[src/rtl/tm1638_key_event.sv]
// tm1638_key_event
// Post-processing for the TM1638 key scan result. Each key is debounced on a
// slow sample tick, then turned into press / release / auto-repeat strobes, an
// encoded key event, and a per-key toggle bit for driving LEDs.
//
// Ports:
//   CK_i          clock (same domain as the TM1638 driver)
//   ARST_i        asynchronous reset, active high
//   KEYS_i[7:0]   raw key levels, 1 = pressed
//   CLR_TOGGLE_i  synchronous clear of TOGGLE_o
//   KEYS_o[7:0]   debounced key levels
//   PRESS_o[7:0]  one-cycle pulse on accepted press
//   RELEASE_o[7:0] one-cycle pulse on accepted release
//   REPEAT_o[7:0] one-cycle pulse on auto-repeat
//   KEY_EV_o      pulse when any press or repeat occurred the cycle before
//   KEY_CODE_o    lowest key index of the last event (held)
//   KEY_MULTI_o   more than one key in the event
//   TOGGLE_o[7:0] per-key bit flipped on each press
//   TICK_o        debounce sample tick
module tm1638_key_event #(
    parameter int C_FCK     = 48_000_000,
    parameter int C_FSMP    = 1_000,
    parameter int C_DB_SMP  = 8,
    parameter int C_RPT_DLY = 500,
    parameter int C_RPT_PER = 100
) (
    input  logic       CK_i,
    input  logic       ARST_i,
    input  logic [7:0] KEYS_i,
    input  logic       CLR_TOGGLE_i,
    output logic [7:0] KEYS_o,
    output logic [7:0] PRESS_o,
    output logic [7:0] RELEASE_o,
    output logic [7:0] REPEAT_o,
    output logic       KEY_EV_o,
    output logic [2:0] KEY_CODE_o,
    output logic       KEY_MULTI_o,
    output logic [7:0] TOGGLE_o,
    output logic       TICK_o
);

    localparam int PRE_TC  = C_FCK / C_FSMP - 1;
    localparam int PW      = (PRE_TC > 0) ? $clog2(PRE_TC + 1) : 1;
    localparam int DBW     = (C_DB_SMP > 0) ? $clog2(C_DB_SMP + 1) : 1;
    localparam int RW      = (C_RPT_DLY > 0) ? $clog2(C_RPT_DLY + 1) : 1;
    localparam bit RPT_EN  = (C_RPT_DLY > 0);
    localparam int RLD_VAL = (C_RPT_DLY >= C_RPT_PER) ? (C_RPT_DLY - C_RPT_PER) : 0;

    localparam logic [PW-1:0]  PRE_TC_V = PW'(PRE_TC);
    localparam logic [DBW-1:0] DB_TC    = DBW'(C_DB_SMP);
    localparam logic [RW-1:0]  RPT_TC   = RW'(C_RPT_DLY);
    localparam logic [RW-1:0]  RPT_RLD  = RW'(RLD_VAL);

    // Lowest set bit index of an event vector.
    function automatic logic [2:0] low_idx(input logic [7:0] v);
        logic [2:0] idx;
        idx = 3'd0;
        for (int i = 7; i >= 0; i--) begin
            idx = v[i] ? 3'(i) : idx;
        end
        return idx;
    endfunction

    // True when more than one bit is set (clearing the lowest leaves a bit).
    function automatic logic multi_bit(input logic [7:0] v);
        return |(v & (v - 8'd1));
    endfunction

    logic [PW-1:0]  pre_cnt_r;
    logic           tick_r;
    logic [DBW-1:0] db_cnt_r  [8];
    logic [DBW-1:0] db_nxt_s  [8];
    logic [RW-1:0]  rpt_cnt_r [8];
    logic [RW-1:0]  rpt_nxt_s [8];
    logic [7:0]     keys_r;
    logic [7:0]     keys_nxt_s;
    logic [7:0]     press_r;
    logic [7:0]     press_s;
    logic [7:0]     release_r;
    logic [7:0]     release_s;
    logic [7:0]     repeat_r;
    logic [7:0]     repeat_s;
    logic [7:0]     toggle_r;
    logic [7:0]     ev_s;
    logic           key_ev_r;
    logic [2:0]     key_code_r;
    logic           key_multi_r;

    // Sample-rate prescaler; tick is registered off the terminal count.
    always_ff @(posedge CK_i or posedge ARST_i) begin
        if (ARST_i) begin
            pre_cnt_r <= '0;
            tick_r    <= 1'b0;
        end else begin
            tick_r    <= (pre_cnt_r == PRE_TC_V);
            pre_cnt_r <= (pre_cnt_r == PRE_TC_V) ? '0 : pre_cnt_r + PW'(1);
        end
    end

    // Per-key debounce and repeat next-state, evaluated only on tick cycles.
    always_comb begin
        keys_nxt_s = keys_r;
        press_s    = 8'h00;
        release_s  = 8'h00;
        repeat_s   = 8'h00;
        for (int k = 0; k < 8; k++) begin
            db_nxt_s[k]  = db_cnt_r[k];
            rpt_nxt_s[k] = rpt_cnt_r[k];
            if (tick_r) begin
                if (KEYS_i[k] != keys_r[k]) begin
                    if ((db_cnt_r[k] + DBW'(1)) == DB_TC) begin
                        keys_nxt_s[k] = KEYS_i[k];
                        db_nxt_s[k]   = '0;
                        press_s[k]    = KEYS_i[k];
                        release_s[k]  = ~KEYS_i[k];
                    end else begin
                        db_nxt_s[k]   = db_cnt_r[k] + DBW'(1);
                    end
                end else begin
                    db_nxt_s[k] = '0;
                end
                // An accepted edge restarts the repeat count, so a repeat
                // can never coincide with that key's press or release.
                if (!RPT_EN) begin
                    rpt_nxt_s[k] = '0;
                end else if (press_s[k] || release_s[k]) begin
                    rpt_nxt_s[k] = '0;
                end else if (keys_r[k]) begin
                    if ((rpt_cnt_r[k] + RW'(1)) == RPT_TC) begin
                        repeat_s[k]  = 1'b1;
                        rpt_nxt_s[k] = RPT_RLD;
                    end else begin
                        rpt_nxt_s[k] = rpt_cnt_r[k] + RW'(1);
                    end
                end else begin
                    rpt_nxt_s[k] = '0;
                end
            end else begin
                db_nxt_s[k]  = db_cnt_r[k];
                rpt_nxt_s[k] = rpt_cnt_r[k];
            end
        end
    end

    // Debounced levels, counters and the edge / repeat strobes.
    always_ff @(posedge CK_i or posedge ARST_i) begin
        if (ARST_i) begin
            keys_r    <= 8'h00;
            press_r   <= 8'h00;
            release_r <= 8'h00;
            repeat_r  <= 8'h00;
            for (int k = 0; k < 8; k++) begin
                db_cnt_r[k]  <= '0;
                rpt_cnt_r[k] <= '0;
            end
        end else begin
            keys_r    <= keys_nxt_s;
            press_r   <= press_s;
            release_r <= release_s;
            repeat_r  <= repeat_s;
            for (int k = 0; k < 8; k++) begin
                db_cnt_r[k]  <= db_nxt_s[k];
                rpt_cnt_r[k] <= rpt_nxt_s[k];
            end
        end
    end

    assign ev_s = press_r | repeat_r;

    // Key event encoder; the code is held between events.
    always_ff @(posedge CK_i or posedge ARST_i) begin
        if (ARST_i) begin
            key_ev_r    <= 1'b0;
            key_code_r  <= 3'd0;
            key_multi_r <= 1'b0;
        end else if (|ev_s) begin
            key_ev_r    <= 1'b1;
            key_code_r  <= low_idx(ev_s);
            key_multi_r <= multi_bit(ev_s);
        end else begin
            key_ev_r    <= 1'b0;
            key_multi_r <= 1'b0;
        end
    end

    // Toggle bits; clear wins over a flip in the same cycle.
    always_ff @(posedge CK_i or posedge ARST_i) begin
        if (ARST_i) begin
            toggle_r <= 8'h00;
        end else if (CLR_TOGGLE_i) begin
            toggle_r <= 8'h00;
        end else begin
            toggle_r <= toggle_r ^ press_r;
        end
    end

    assign KEYS_o      = keys_r;
    assign PRESS_o     = press_r;
    assign RELEASE_o   = release_r;
    assign REPEAT_o    = repeat_r;
    assign KEY_EV_o    = key_ev_r;
    assign KEY_CODE_o  = key_code_r;
    assign KEY_MULTI_o = key_multi_r;
    assign TOGGLE_o    = toggle_r;
    assign TICK_o      = tick_r;

endmodule

[config.mk]
export PLATFORM = sky130hd
export DESIGN_NAME = tm1638_key_event
export DESIGN_NICKNAME = d
export VERILOG_FILES = /design/src/rtl/tm1638_key_event.sv
export SDC_FILE = /design/constraint.sdc
export NUM_CORES = 1
export LEC_CHECK = 0
export ABC_AREA = 0
export CORE_MARGIN = 2
export CORE_UTILIZATION = 51
export DETAILED_ROUTE_END_ITERATION = 10
export PLACE_DENSITY = 0.72
export SKIP_CTS_REPAIR_TIMING = 1
export SYNTH_ARGS = -nofsm -noshare
export SYNTH_HDL_FRONTEND = slang
export SYNTH_SLANG_ARGS = --single-unit
[constraint.sdc]
create_clock -name CK_i -period 7.28 [get_ports CK_i]
set_input_delay 1.456 -clock CK_i [delete_from_list [all_inputs] [get_ports CK_i]]
set_output_delay 1.456 -clock CK_i [all_outputs]
set_load 0.1 [all_outputs]
==> results of run 1 <==
[power groups by stage]
stage / clock [W] / sequential [W] / combinational (W)
finish: 0.000819 / 0.000932 / 0.0000605
global placement: 0 / 0.000948 / 0.0000617
floorplan: 0 / 0.000962 / 0.0000268
CTS: 0.000842 / 0.000931 / 0.0000623
detailed placement: 0 / 0.000948 / 0.0000620
global route: 0.000877 / 0.000932 / 0.0000680
[metrics by stage]
stage	hold WS (ns)	cells	power, W	setup slack (ns)
global route	0.512	1109	0.00188	3.22
finish	0.472	1109	0.00181	3.31
floorplan	0.438	823	0.000988	1.33
detailed placement	0.458	1077	0.00101	3.76
global placement	0.459	1077	0.00101	3.77
CTS	0.473	1109	0.00184	3.28
[worst max-delay path by stage]
stage                end  slack, ns  cells past startpoint
6_report          TICK_o       3.31                      1
5_1_grt           TICK_o       3.22                      1
4_1_cts           TICK_o       3.28                      1
3_5_place_dp      TICK_o       3.76                      1
3_3_place_gp      TICK_o       3.77                      1
2_1_floorplan  KEYS_o[0]       1.33                      1
[layer usage]
layer | vias up | part of all wire [%] | global-route usage [%]
met2 | 119 | 46 | 33.3
met5 | - | 0 | 0
met1 | 3023 | 48 | 27.1
met4 | 0 | 1.7 | 8.14
li1 | 3107 | - | -
met3 | 22 | 4.1 | 4.56
[registers in the layout (all words and copies together), names as in the netlist]
name / cells
db_cnt_r: 32
KEY_MULTI_o: 1
RELEASE_o: 8
TOGGLE_o: 8
KEYS_o: 8
pre_cnt_r: 16
PRESS_o: 8
rpt_cnt_r: 72
REPEAT_o: 8
KEY_CODE_o: 3
TICK_o: 1
KEY_EV_o: 1
[placed cells by master (no fill, tap or decap), types with 5 or more instances in the layout]
cell type,synthesis,layout
sky130_fd_sc_hd__dfrtp_1,166,165
sky130_fd_sc_hd__ha_1,17,17
sky130_fd_sc_hd__a31oi_1,12,12
sky130_fd_sc_hd__nor3_1,29,29
sky130_fd_sc_hd__clkinvlp_4,0,5
sky130_fd_sc_hd__xor2_1,20,20
sky130_fd_sc_hd__a22o_1,8,8
sky130_fd_sc_hd__o41ai_1,6,6
sky130_fd_sc_hd__inv_1,26,24
sky130_fd_sc_hd__o21ai_0,59,59
sky130_fd_sc_hd__o31ai_1,19,19
sky130_fd_sc_hd__nor3b_1,14,14
sky130_fd_sc_hd__nor2_1,64,64
sky130_fd_sc_hd__clkdlybuf4s50_1,0,56
sky130_fd_sc_hd__nor2b_1,18,18
sky130_fd_sc_hd__a311oi_1,5,5
sky130_fd_sc_hd__or2_2,8,8
sky130_fd_sc_hd__a21oi_1,19,19
sky130_fd_sc_hd__and3_1,17,17
sky130_fd_sc_hd__nand2b_1,16,16
sky130_fd_sc_hd__clkbuf_16,0,17
sky130_fd_sc_hd__mux2i_1,6,6
sky130_fd_sc_hd__nand2_1,82,82
sky130_fd_sc_hd__xnor2_1,23,23
sky130_fd_sc_hd__nand3_1,58,58
sky130_fd_sc_hd__mux2_2,16,16
sky130_fd_sc_hd__nand4_1,7,7
sky130_fd_sc_hd__o2bb2ai_1,27,27
[kinds of logic (layout without fill, tap and decap cells)]
| kind of cell | after synthesis | after routing |
|---|---|---|
| muxes | 22 | 22 |
| AOI/OAI and AO/OA | 187 | 187 |
| buffers and inverters | 48 | 118 |
| adders and majority gates | 18 | 18 |
| DFF | 166 | 166 |
| xor gates and xnor gates | 43 | 43 |
| and+or+nand+nor | 339 | 339 |
[area by class of cell]
cell class                      instances  share of cell area, %
Multi-Input combinational cell        609                   40.5
Tap cell                              216                   2.84
Clock inverter                          7                  0.500
Inverter                               26                   1.08
Sequential cell                       166                   43.7
Timing Repair Buffer                   60                   6.21
Clock buffer                           25                   5.21
==> metrics.log, run 1 <==
INFO  metric via_per_inst = 5.65
INFO  metric ioPinCount = 57
INFO  metric synth.yosys.seq_area_share = 50.6%
INFO  metric seq_area = 4160 µm²
INFO  metric detailed_place.area = 8970 µm²
INFO  metric timing.fmax = 0.252 GHz
INFO  metric worst_r2r_startpoint = TICK_o
INFO  metric ctsLongestPathBuffers = 2
INFO  metric netlist-cell-type-count = 62
INFO  metric synthesis.nets = 851
INFO  metric combinational_family_with_the_most_area_after_synthesis = simple AND/OR/NAND/NOR gates
INFO  metric avgRoutedWirePerCell = 14.5 µm
INFO  metric final_period_minus_worst_setup_slack = 3.97 ns
INFO  metric globalRoute.totalOverflow = 0
INFO  metric synth.ff_latch_count = 166
INFO  metric multi_input_area = 3850 µm²
INFO  metric clkSinkCount = 166
INFO  metric worst-path-buf-inv = 1
INFO  metric layout.filler_cells = 1343
INFO  metric hold_path_end = pre_cnt_r[4]
INFO  metric slew_violations = 0
INFO  metric arrival = 2.52 ns
INFO  metric nets = 908
INFO  metric firstDrtPassIters = 4
INFO  metric detail_route.wirelength = 16100 µm
INFO  metric area_share_of_xor_xnor_cells_in_the_synthesized_design = 4.59%
INFO  metric share_clk_of_total_power = 45.2%
INFO  metric synthTopCellsByArea = sky130_fd_sc_hd__dfrtp_1, sky130_fd_sc_hd__nand2_1, sky130_fd_sc_hd__o21ai_0
INFO  metric dp_hpwl = 10600 µm
INFO  metric most_instantiated_library_cell_after_synthesis = sky130_fd_sc_hd__dfrtp_1
INFO  metric proportion_of_register_bits_with_asynchronous_set_or_reset_after_synthesis = 100%
INFO  metric drt_first_iter_violations = 446
INFO  metric hp-class = flop to flop
INFO  metric synth_enable_flop_cells = 0
INFO  metric global_route.usage.total = 20.6%
INFO  metric p_sw_share = 22.0%
INFO  metric die_width = 131 µm
INFO  metric setup_viol = 0
INFO  metric final_area = 9510 µm²
INFO  metric comb_power_share = 3.3%
INFO  metric hold_path_startpoint = pre_cnt_r[4]
INFO  metric crit_path_end_kind = output port
INFO  metric drcViolationCount = 0
INFO  metric yosys.area.top_type = sky130_fd_sc_hd__dfrtp_1
INFO  metric synth_fa_ha_area_share = 2.71%
INFO  metric fin_setup_tns = 0 ns
INFO  metric grt_max_degree = 115
INFO  metric net_switching_component_of_the_power = 0.000399 W
INFO  metric floorplan.die.height = 131 µm
INFO  metric timing_worst_setup_path_type = flop to output port
INFO  metric clock_latency = 0.43 ns
INFO  metric post_synth.cell_area_avg = 9.97 µm²
INFO  metric cp.required = 5.82 ns
INFO  metric fin_crit_sh = 54.6%
INFO  metric cpMaxStageDelayCell = sky130_fd_sc_hd__clkdlybuf4s50_1
INFO  metric max_cap_viol_count = 0
INFO  metric die_footprint = 17100 µm²
INFO  metric synth_warnings = 0
INFO  metric worst-r2r-cell-count = 4
INFO  metric synth-compound-area-share = 15.8%
INFO  metric synth_top_cell_area_share = 50.6%
INFO  metric r2r_setup_slack = 4.69 ns
INFO  metric path_clk_slew = 0.06 ns
INFO  metric post_synth_mux_area_share = 2.93%
INFO  metric synthSimpleGateAreaFrac = 20.9%
INFO  metric core-area = 15800 µm²
INFO  metric cpPeakStageDelay = 1.28 ns
INFO  metric critical_path.startpoint_type = flop
INFO  metric diodes = 0
INFO  metric critical_path_peak_fanout = 36
INFO  metric max_slew.worst_pin.slew = 1.03 ns
INFO  metric cts.htree.levels = 4
INFO  metric internal_power = 0.00141 W
INFO  metric fin_worst_skew = 0.00464 ns
INFO  metric port_buffers = 56
INFO  metric cp_cell_sequence = clkdlybuf4s50_1
INFO  metric power.density = 190 nW/µm²
INFO  metric critPathTopFamily = buffers and inverters
INFO  metric grt_pass1_vias = 5953
INFO  metric r2r-end = rpt_cnt_r[9]
INFO  metric crit_path_start = TICK_o
INFO  metric timing.max_slew.rel_slack = 31.4%
INFO  metric min_path_cells = 1
INFO  metric final_layout_size_suffix_gt1_share = 7.39%
INFO  metric synth.cells.most_frequent = sky130_fd_sc_hd__dfrtp_1, sky130_fd_sc_hd__nand2_1, sky130_fd_sc_hd__nor2_1, sky130_fd_sc_hd__o21ai_0, sky130_fd_sc_hd__nand3_1
INFO  metric dominantRegCellSynth = sky130_fd_sc_hd__dfrtp_1
INFO  metric outcome = complete, no violations
INFO  metric grt_setup_unrepaired = false
INFO  metric leakage = 4.05 nW
INFO  metric seqPwrFrac = 51.4%
INFO  metric cts_inserted_buffers = 17
INFO  metric grt_first_pass_wirelength = 27900 µm
INFO  metric dr_total_vias = 6271
INFO  metric drt.antenna.violating_nets = 0
INFO  metric number_of_antenna_violations_at_the_first_check_in_global_routing = 0
INFO  metric initial_utilization = 51.8%
INFO  metric cts_tree = yes
INFO  metric place_congestion = 0.821
INFO  metric clock_tree_root_buffer_cell = sky130_fd_sc_hd__clkbuf_16
INFO  metric synth_area = 8210 µm²
INFO  metric maximum_vdd_drop = 0.163 mV
INFO  metric synthesis.instances = 823
INFO  metric final-hold-violation-count = 0
INFO  metric synthesis_to_layout_area_growth = 15.9%
INFO  metric finish.utilization = 60.1%
INFO  metric placementRows = 46
No activity file was read; power rests on OpenSTA's default activity.
==> inputs of run 2 (changes only) <==
clock period = 4 ns   (was 7.28 ns; I/O delays follow)
==> metrics.log, run 2 (same netlist as run 1, synthesis figures left out) <==
INFO  metric dr_total_vias = 6274 (was 6271)
INFO  metric seq_area = 4160 µm² (unchanged)
INFO  metric leakage = 4.08 nW (was 4.05 nW)
INFO  metric largest-register = rpt_cnt_r (unchanged)
INFO  metric cp_cell_sequence = clkdlybuf4s50_1 (unchanged)
INFO  metric drcViolationCount = 0 (unchanged)
INFO  metric maximum_vdd_drop = 0.293 mV (was 0.163 mV)
INFO  metric drt.antenna.violating_nets = 0 (unchanged)
INFO  metric drt_first_iter_violations = 353 (was 446)
INFO  metric cts_tree = yes (unchanged)
INFO  metric critPathTopFamily = buffers and inverters (unchanged)
INFO  metric port_buffers = 56 (unchanged)
INFO  metric net_switching_component_of_the_power = 0.000729 W (was 0.000399 W)
INFO  metric multi_input_area = 3850 µm² (unchanged)
INFO  metric wl_met3 = 691 µm (was 660 µm)
INFO  metric timing_worst_setup_path_type = flop to output port (unchanged)
INFO  metric clock_latency = 0.43 ns (about the same)
INFO  metric cpPeakStageDelay = 1.21 ns (was 1.28 ns)
INFO  metric wl_met1 = 7920 µm (was 7780 µm)
INFO  metric floorplan.die.height = 131 µm (unchanged)
INFO  metric worst-path-buf-inv = 1 (unchanged)
INFO  metric globalRoute.totalOverflow = 0 (unchanged)
INFO  metric nets = 910 (was 908)
INFO  metric clock_tree_root_buffer_cell = sky130_fd_sc_hd__clkbuf_16 (unchanged)
INFO  metric grt_setup_unrepaired = false (unchanged)
INFO  metric diodes = 0 (unchanged)
INFO  metric fin_setup_tns = 0 ns (unchanged)
INFO  metric setup_viol = 0 (unchanged)
INFO  metric fin_crit_sh = 72.2%
INFO  metric timing.fmax = 0.346 GHz
INFO  metric power.density = 348 nW/µm² (was 190 nW/µm²)
INFO  metric arrival = 2.09 ns (was 2.52 ns)
INFO  metric ioPinCount = 57 (unchanged)
INFO  metric critical_path_peak_fanout = 7 (was 36)
INFO  metric final_common_cell = sky130_fd_sc_hd__dfrtp_1 (unchanged)
INFO  metric final_period_minus_worst_setup_slack = 2.89 ns
INFO  metric outcome = complete, no violations (unchanged)
INFO  metric layout.filler_cells = 1333 (was 1343)
INFO  metric grt_pass1_vias = 5755 (was 5953)
INFO  metric comb_power_share = 3.4% (was 3.3%)
INFO  metric reg.largest.list = rpt_cnt_r: 72 flops, db_cnt_r: 32 flops, pre_cnt_r: 16 flops (unchanged)
INFO  metric met2WireLength = 7350 µm (was 7370 µm)
INFO  metric cp.required = 3.20 ns (was 5.82 ns)
INFO  metric path_clk_slew = 0.06 ns (about the same)
INFO  metric internal_power = 0.00259 W (was 0.00141 W)
INFO  metric share_clk_of_total_power = 45.6% (was 45.2%)
INFO  metric die_footprint = 17100 µm² (unchanged)
INFO  metric final_layout_size_suffix_gt1_share = 7.84% (was 7.39%)
INFO  metric grt_first_pass_wirelength = 27700 µm (was 27900 µm)
INFO  metric layout.cells.most_common_list = sky130_fd_sc_hd__dfrtp_1, sky130_fd_sc_hd__nand2_1, sky130_fd_sc_hd__nor2_1, sky130_fd_sc_hd__o21ai_0, sky130_fd_sc_hd__nand3_1 (unchanged)
INFO  metric worstSetupPathDepth = 1 (unchanged)
INFO  metric place_congestion = 0.813 (was 0.821)
INFO  metric seqPwrFrac = 51.1% (was 51.4%)
INFO  metric core-area = 15800 µm² (unchanged)
INFO  metric synthesis_to_layout_area_growth = 16.2% (was 15.9%)
INFO  metric final_area = 9530 µm² (was 9510 µm²)
INFO  metric r2r_setup_slack = 1.74 ns (was 4.69 ns)
INFO  metric cpMaxStageDelayCell = sky130_fd_sc_hd__clkdlybuf4s50_1 (unchanged)
INFO  metric global_route.usage.total = 20.3% (was 20.6%)
INFO  metric crit_path_end_kind = output port (unchanged)
INFO  metric max_slew.worst_pin.slew = 1.01 ns (was 1.03 ns)
INFO  metric finalWorstSetupSlack = 1.11 ns (was 3.31 ns)
INFO  metric max_cap_viol_count = 0 (unchanged)
INFO  metric finish.utilization = 60.2% (was 60.1%)
INFO  metric slew_violations = 0 (unchanged)
INFO  metric initial_utilization = 51.8% (unchanged)
INFO  metric fin_worst_skew = 0.00840 ns (was 0.00464 ns)
INFO  metric firstDrtPassIters = 5 (was 4)
INFO  metric clkSinkCount = 166 (unchanged)
INFO  metric cts.htree.levels = 4 (unchanged)
INFO  metric pre_cts_ws = 1.29 ns (was 3.76 ns)
INFO  metric largest_register_ff_count = 72 (unchanged)
INFO  metric hp-class = flop to flop (unchanged)
INFO  metric dp_hpwl = 10600 µm (about the same)
INFO  metric final-hold-violation-count = 0 (unchanged)
INFO  metric placementRows = 46 (unchanged)
INFO  metric detailed_place.area = 8990 µm² (was 8970 µm²)
INFO  metric min_path_cells = 1 (unchanged)
INFO  metric cts_inserted_buffers = 17 (unchanged)
INFO  metric worst-r2r-cell-count = 6 (was 4)
INFO  metric via_per_inst = 5.66 (was 5.65)
INFO  metric number_of_antenna_violations_at_the_first_check_in_global_routing = 0 (unchanged)
INFO  metric p_sw_share = 22.0% (about the same)
INFO  metric critical_path.startpoint_type = flop (unchanged)
INFO  metric highest_layer = met4 (unchanged)
INFO  metric grt_max_degree = 167 (was 115)
INFO  metric timing.max_slew.rel_slack = 32.2% (was 31.4%)
INFO  metric die_width = 131 µm (unchanged)
INFO  metric ctsLongestPathBuffers = 2 (unchanged)
INFO  metric detail_route.wirelength = 16100 µm (about the same)
INFO  metric avgRoutedWirePerCell = 14.5 µm (about the same)
run 2: through the flow:
stage	std cells	hold slack (ns)	power, W
floorplan	823	0.438	0.00180
global route	1109	0.516	0.00344
CTS	1109	0.495	0.00336
global placement	1079	0.458	0.00184
detailed placement	1079	0.482	0.00184
finish	1109	0.493	0.00332
run 2: routing by layer:
layer	vias to the layer above	GRT usage (%)
met5	-	0
met4	0	6.26
met3	15	4.89
met2	125	31.2
met1	3024	28.9
li1	3110	-
run 2: final timing paths:
kind                                    from       endpoint
worst min register to register  rpt_cnt_r[8]   rpt_cnt_r[8]
worst max register to register   db_cnt_r[4]   rpt_cnt_r[9]
max in group asynchronous             ARST_i  KEY_CODE_o[1]
min in group asynchronous             ARST_i   db_cnt_r[14]
worst max-delay path               KEYS_o[2]      KEYS_o[2]
worst min-delay path            rpt_cnt_r[8]   rpt_cnt_r[8]
run 2: final cells by class:
type	count	share of cell area [%]
timing repair buffer	62	6.46
clock inverter	10	0.866
tap	216	2.84
inverter	26	1.06
multi-input combinational	609	40.4
sequential	166	43.6
clock buffer	20	4.79
run 2: power groups by stage:
| stage | Clock (W) | Sequential [W] | Combinational, W |
|---|---|---|---|
| 5_1_grt | 0.00162 | 0.00170 | 0.000124 |
| 4_1_cts | 0.00155 | 0.00169 | 0.000115 |
| 2_1_floorplan | 0 | 0.00175 | 0.0000491 |
| 3_3_place_gp | 0 | 0.00173 | 0.000114 |
| 3_5_place_dp | 0 | 0.00173 | 0.000114 |
| 6_report | 0.00151 | 0.00170 | 0.000111 |
==> edit 1: new RTL, settings of run 1 <==
Change the parameter `C_FCK` from 48_000_000 to 96_000_000.
--- a/src/rtl/tm1638_key_event.sv
+++ b/src/rtl/tm1638_key_event.sv
@@ -18,7 +18,7 @@
 //   TOGGLE_o[7:0] per-key bit flipped on each press
 //   TICK_o        debounce sample tick
 module tm1638_key_event #(
-    parameter int C_FCK     = 48_000_000,
+    parameter int C_FCK     = 96_000_000,
     parameter int C_FSMP    = 1_000,
     parameter int C_DB_SMP  = 8,
     parameter int C_RPT_DLY = 500,
Function: same outputs for any inputs over 10 cycles, from zero or initial values and one cycle with ARST_i high; that may be too few to reach the edited logic, so the function may still have changed.
==> edit 1 against run 1 <==
- setup slack better by 0.38 ns
- clock skew is 0.0041 ns higher
- hold slack better by 0.0028 ns
- sequential share of layout area is 1.1 points lower
- power is 4.9% higher
- clock power is 8.1% higher
- design area is 3.1% higher
- wire length is 2.2% higher
- sequential cell count is 1 higher
- die area is 2.9% higher
- synthesized cell count is 0.49% lower
- synthesized area is 3.0% higher
- global-route usage is 0.71 points lower
- critical path type unchanged
- critical endpoint is now KEYS_o[3]
- largest power group unchanged
==> edit 1: results (changes against run 1) <==
| Metric | Value |
|---|---|
| Outcome | `completed` |
| Final #Nets | `901 (-0.77%)` |
| Inverters excl. clock | `25 (-3.8%)` |
| WL/cell | `14.9 um (+2.5%)` |
| Total length of routed met3 wires | `657 um (-0.45%)` |
| Comb_multi_in | `601 (-1.3%)` |
| WP data arrival | `2.14 ns (-0.38 ns)` |
| Internal power | `1.47 mW (+4.1%)` |
| First-pass detailed-route iteration total | `5 (+1)` |
| CLK BUF | `23 (-8.0%)` |
| Largest net degree at the start of global routing | `105 (-8.7%)` |
| Met2 wire length | `7550 um (+2.5%)` |
| P_seq | `0.940 mW (+0.9%)` |
| Net count after synthesis | `847 (-0.47%)` |
| Fill count | `1357 (+1.0%)` |
| R2r setup slk | `4.84 ns (+0.15 ns)` |
| RePlAce Congestion | `0.817 (-0.58%)` |
| Initial drt markers | `369 (-17%)` |
| Final clock-cell share | `6.01% (+0.30 points)` |
| Dpl hpwl | `10800 um (+2.0%)` |
| Met3 Use GR | `4.56% (about the same)` |
| Met2 Usage GRT | `31.6% (-1.7 points)` |
| Critical Path Fanout Max | `10 (-72%)` |
| Delay-heaviest family, CP | `buffers and inverters` |
| Peak supply drop | `0.160 mV (-1.6%)` |
| NonClk Buf Share | `6.10% (-0.11 points)` |
| Yosys cell types | `73 (+18%)` |
| Sequential cell area share | `42.6% (-1.1 points)` |
| Synth Register Bits | `167 (+0.60%)` |
| Share of post-route cells with drive strength above 1 | `8.35% (+0.96 points)` |
| Largest regs | `rpt_cnt_r: 72 flops, db_cnt_r: 32 flops, pre_cnt_r: 17 flops` |
| Worst hold start | `pre_cnt_r[0]` |
| Sw power | `0.430 mW (+7.8%)` |
| Worst slew pin tran | `0.992 ns (-0.0340 ns)` |
| LEAKAGE | `4.26 nW (+5.1%)` |
| Multi-input gate share of total cell area | `41.4% (+0.97 points)` |
| Setup crit start | `KEYS_o[3]` |
| Met1 Wirelength | `8040 um (+3.4%)` |
| Hold EP | `pre_cnt_r[0]` |
| Reg2reg path depth | `5 (+1)` |
| GRT Total Usage | `19.9% (-0.71 points)` |
| Register area share after synthesis | `49.5% (-1.2 points)` |
| Ranking of synthesized cells by area | `dfrtp_1 (49%), nand3_1 (3.3%), xnor2_1 (2.8%)` |
| Post-place setup slack | `3.74 ns (-0.0231 ns)` |
| Vias in the first global route | `5960 (+0.12%)` |
| GR Util met1 | `27.3% (+0.14 points)` |
| Worst setup path end | `KEYS_o[3]` |
| Comb pwr share | `3.9% (+0.6 points)` |
| Post-synth top cells | `dfrtp_1 (167), nand3_1 (55), nand2_1 (52), nor2_1 (50), o21ai_0 (40)` |
==> edit 1: cell count changes in the layout (fill, tap and decap cells not counted), sizes merged, moves of 10 or more <==
| cell | change |
|---|---|
| nand2 | -30 |
| a21o | +16 |
| o21ai | -16 |
| nor2 | -14 |
| nor3b | +14 |
| nor3 | -10 |
==> edit 1: cell families (layout without fill, tap and decap cells) <==
group / after synthesis / count (layout) / share of synthesized area (%)
simple gates: 311 / 311 / 20.2
compound gates: 204 / 204 / 17.7
flops: 167 / 167 / 49.5
buf+inv: 51 / 118 / 2.43
xor+xnor: 46 / 46 / 4.77
mux: 22 / 22 / 2.81
fa+ha+maj: 18 / 18 / 2.64
==> edit 1: metrics by stage <==
step	area (um2)	hold slack [ns]	instances
floorplan	8450	0.453	819
global placement	9220	0.469	1074
detailed placement	9220	0.470	1074
CTS	9810	0.479	1106
global route	9810	0.517	1106
finish	9810	0.475	1106
==> edit 2: new RTL, config.mk and constraints of run 1 <==
Made on the original files. `keys_r` no longer has a reset.
--- a/src/rtl/tm1638_key_event.sv
+++ b/src/rtl/tm1638_key_event.sv
@@ -145,7 +145,6 @@
     // Debounced levels, counters and the edge / repeat strobes.
     always_ff @(posedge CK_i or posedge ARST_i) begin
         if (ARST_i) begin
-            keys_r    <= 8'h00;
             press_r   <= 8'h00;
             release_r <= 8'h00;
             repeat_r  <= 8'h00;
@@ -154,7 +153,6 @@
                 rpt_cnt_r[k] <= '0;
             end
         end else begin
-            keys_r    <= keys_nxt_s;
             press_r   <= press_s;
             release_r <= release_s;
             repeat_r  <= repeat_s;
@@ -163,6 +161,10 @@
                 rpt_cnt_r[k] <= rpt_nxt_s[k];
             end
         end
+    end
+
+    always_ff @(posedge CK_i) begin
+        keys_r <= keys_nxt_s;
     end
 
     assign ev_s = press_r | repeat_r;
Formal check against the unedited RTL: no difference found for any inputs over 10 cycles, from zero or initial values and one cycle with ARST_i high; that may be too few to reach the edited logic, so the function may still have changed.
==> edit 2 against run 1 <==
- design area rose by 4.8%
- synthesized area is 5.5% higher
- sequential cell count did not move
- setup slack improved by 0.028 ns
- wire length rose by 12%
- die area is 5.4% higher
- combinational power down 13%
- power is 3.3% higher
==> edit 2: results (changes against run 1) <==
| Metric | Value |
|---|---|
| Final cell count without fillers | `1151 (+3.8%)` |
| Final setup violation count | `0 (unchanged)` |
| Placed inst area | `9400 um2 (+4.8%)` |
| WP data arrival | `2.49 ns (-0.03 ns)` |
| EDFF count, synth | `8 (+8)` |
| Ranking of synthesized cells by area | `dfrtp_1 (46%), nand2_1 (3.3%), o2bb2ai_1 (3.0%)` |
| Worst hold start | `pre_cnt_r[15]` |
| Clock Tree Buf Depth | `2 (unchanged)` |
| Worst Clk Skew | `0.0105 ns (+0.00581 ns)` |
| Dpl hpwl | `12000 um (+13%)` |
| Vias in the first global route | `6413 (+7.7%)` |
| Yosys cell types | `73 (+18%)` |
| First-pass detailed-route iteration total | `5 (+1)` |
| CTS root buffer | `clkbuf_16` |
| Post-place setup slack | `3.79 ns (+0.0278 ns)` |
| CP max stage delay | `1.25 ns (-0.03 ns)` |
| Outcome | `completed` |
| GRT Total Usage | `20.8% (+0.18 points)` |
| Placed cells | `1119 (+3.9%)` |
| Avg Cell Area, Syn | `9.93 um2 (-0.40%)` |
| RePlAce Congestion | `0.823 (+0.16%)` |
| Met2 Usage GRT | `32.7% (-0.59 points)` |
| Worst slew pin tran | `1.15 ns (+0.119 ns)` |
| LEAKAGE | `4.07 nW (+0.56%)` |
| Max_cap viols | `0 (unchanged)` |
| Share of post-route cells with drive strength above 1 | `6.55% (-0.84 points)` |
| Vias per cell | `6.01 (+6.3%)` |
| Critical Path Fanout Max | `58 (+61%)` |
| WL/cell | `15.7 um (+8.3%)` |
| Net count after synthesis | `900 (+5.8%)` |
| Final #Nets | `946 (+4.2%)` |
| GR Util met1 | `28.5% (+1.3 points)` |
| Top FF cell, synth | `dfrtp_1` |
| Net Sw Frac | `22.9% (+0.88 points)` |
| Met3 Use GR | `4.31% (-0.25 points)` |
| Largest net degree at the start of global routing | `101 (-12%)` |
| Peak supply drop | `0.165 mV (+1.7%)` |
| Final antenna-violating net count | `0 (unchanged)` |
| Synth async-reset ratio | `95.2% (-4.8 points)` |
| Global-route wire length before repair | `30400 um (+9.3%)` |
| Register area share after synthesis | `48.4% (-2.2 points)` |
| Post-synth top cells | `dfrtp_1 (158), nand2_1 (75), nor2_1 (51), inv_1 (44), nand3_1 (44)` |
| Initial drt markers | `435 (-2.5%)` |
| Largest regs | `rpt_cnt_r: 72 flops, db_cnt_r: 32 flops, pre_cnt_r: 16 flops` |
## edit 2: cell count changes in the layout (fill, tap and decap cells not counted), moves of 11 or more
| cell | delta |
|---|---|
| inv_1 | +19 |
| mux2_2 | -12 |
| nand2b_1 | -11 |
| nand3_1 | -14 |
| nand4_1 | +16 |
| nor2_1 | -13 |
| nor2b_1 | -14 |
| nor4_1 | +20 |
| o21a_1 | +12 |
| o21ai_0 | -24 |
| o22ai_1 | +11 |
## edit 2: area by class of cell
cell class	count	area, um2
inverter	46	178
clock inverter	13	123
multi-input combinational	628	4160
timing repair buffer	59	583
sequential	166	4200
tap	220	275
clock buffer	19	453
fill	1392	6610
## edit 2: cells by family (layout without fill, tap and decap cells)
family	after synthesis	count (layout)	synth area share (%)
flops	166	166	48.4
mux	15	15	1.79
compound gates	221	221	19.2
xor+xnor	37	37	3.74
buf+inv	78	137	3.50
fa+ha+maj	18	18	2.57
simple gates	337	337	20.8
## edit 2: power groups by stage
stage | Combinational, mW | Clock [mW] | Sequential [mW]
3_3_place_gp | 0.0536 | 0 | 0.960
4_1_cts | 0.0546 | 0.896 | 0.943
6_report | 0.0529 | 0.874 | 0.943
5_1_grt | 0.0596 | 0.937 | 0.944
2_1_floorplan | 0.0281 | 0 | 0.966
3_5_place_dp | 0.0544 | 0 | 0.960
## edit 2: layer usage
layer	vias to the layer above	wire, um
li1	3378	-
met1	3352	8610
met2	163	8360
met3	25	826
met4	0	266
met5	-	0
## edit 2: worst paths after layout
check	end	slack, ns	depth (start not counted)
max	TICK_o	3.34	1
min	pre_cnt_r[15]	0.48	1
max reg2reg	rpt_cnt_r[10]	4.82	4
min reg2reg	pre_cnt_r[15]	0.48	1
max in group asynchronous	rpt_cnt_r[47]	4.37	3
min in group asynchronous	rpt_cnt_r[3]	1.61	2
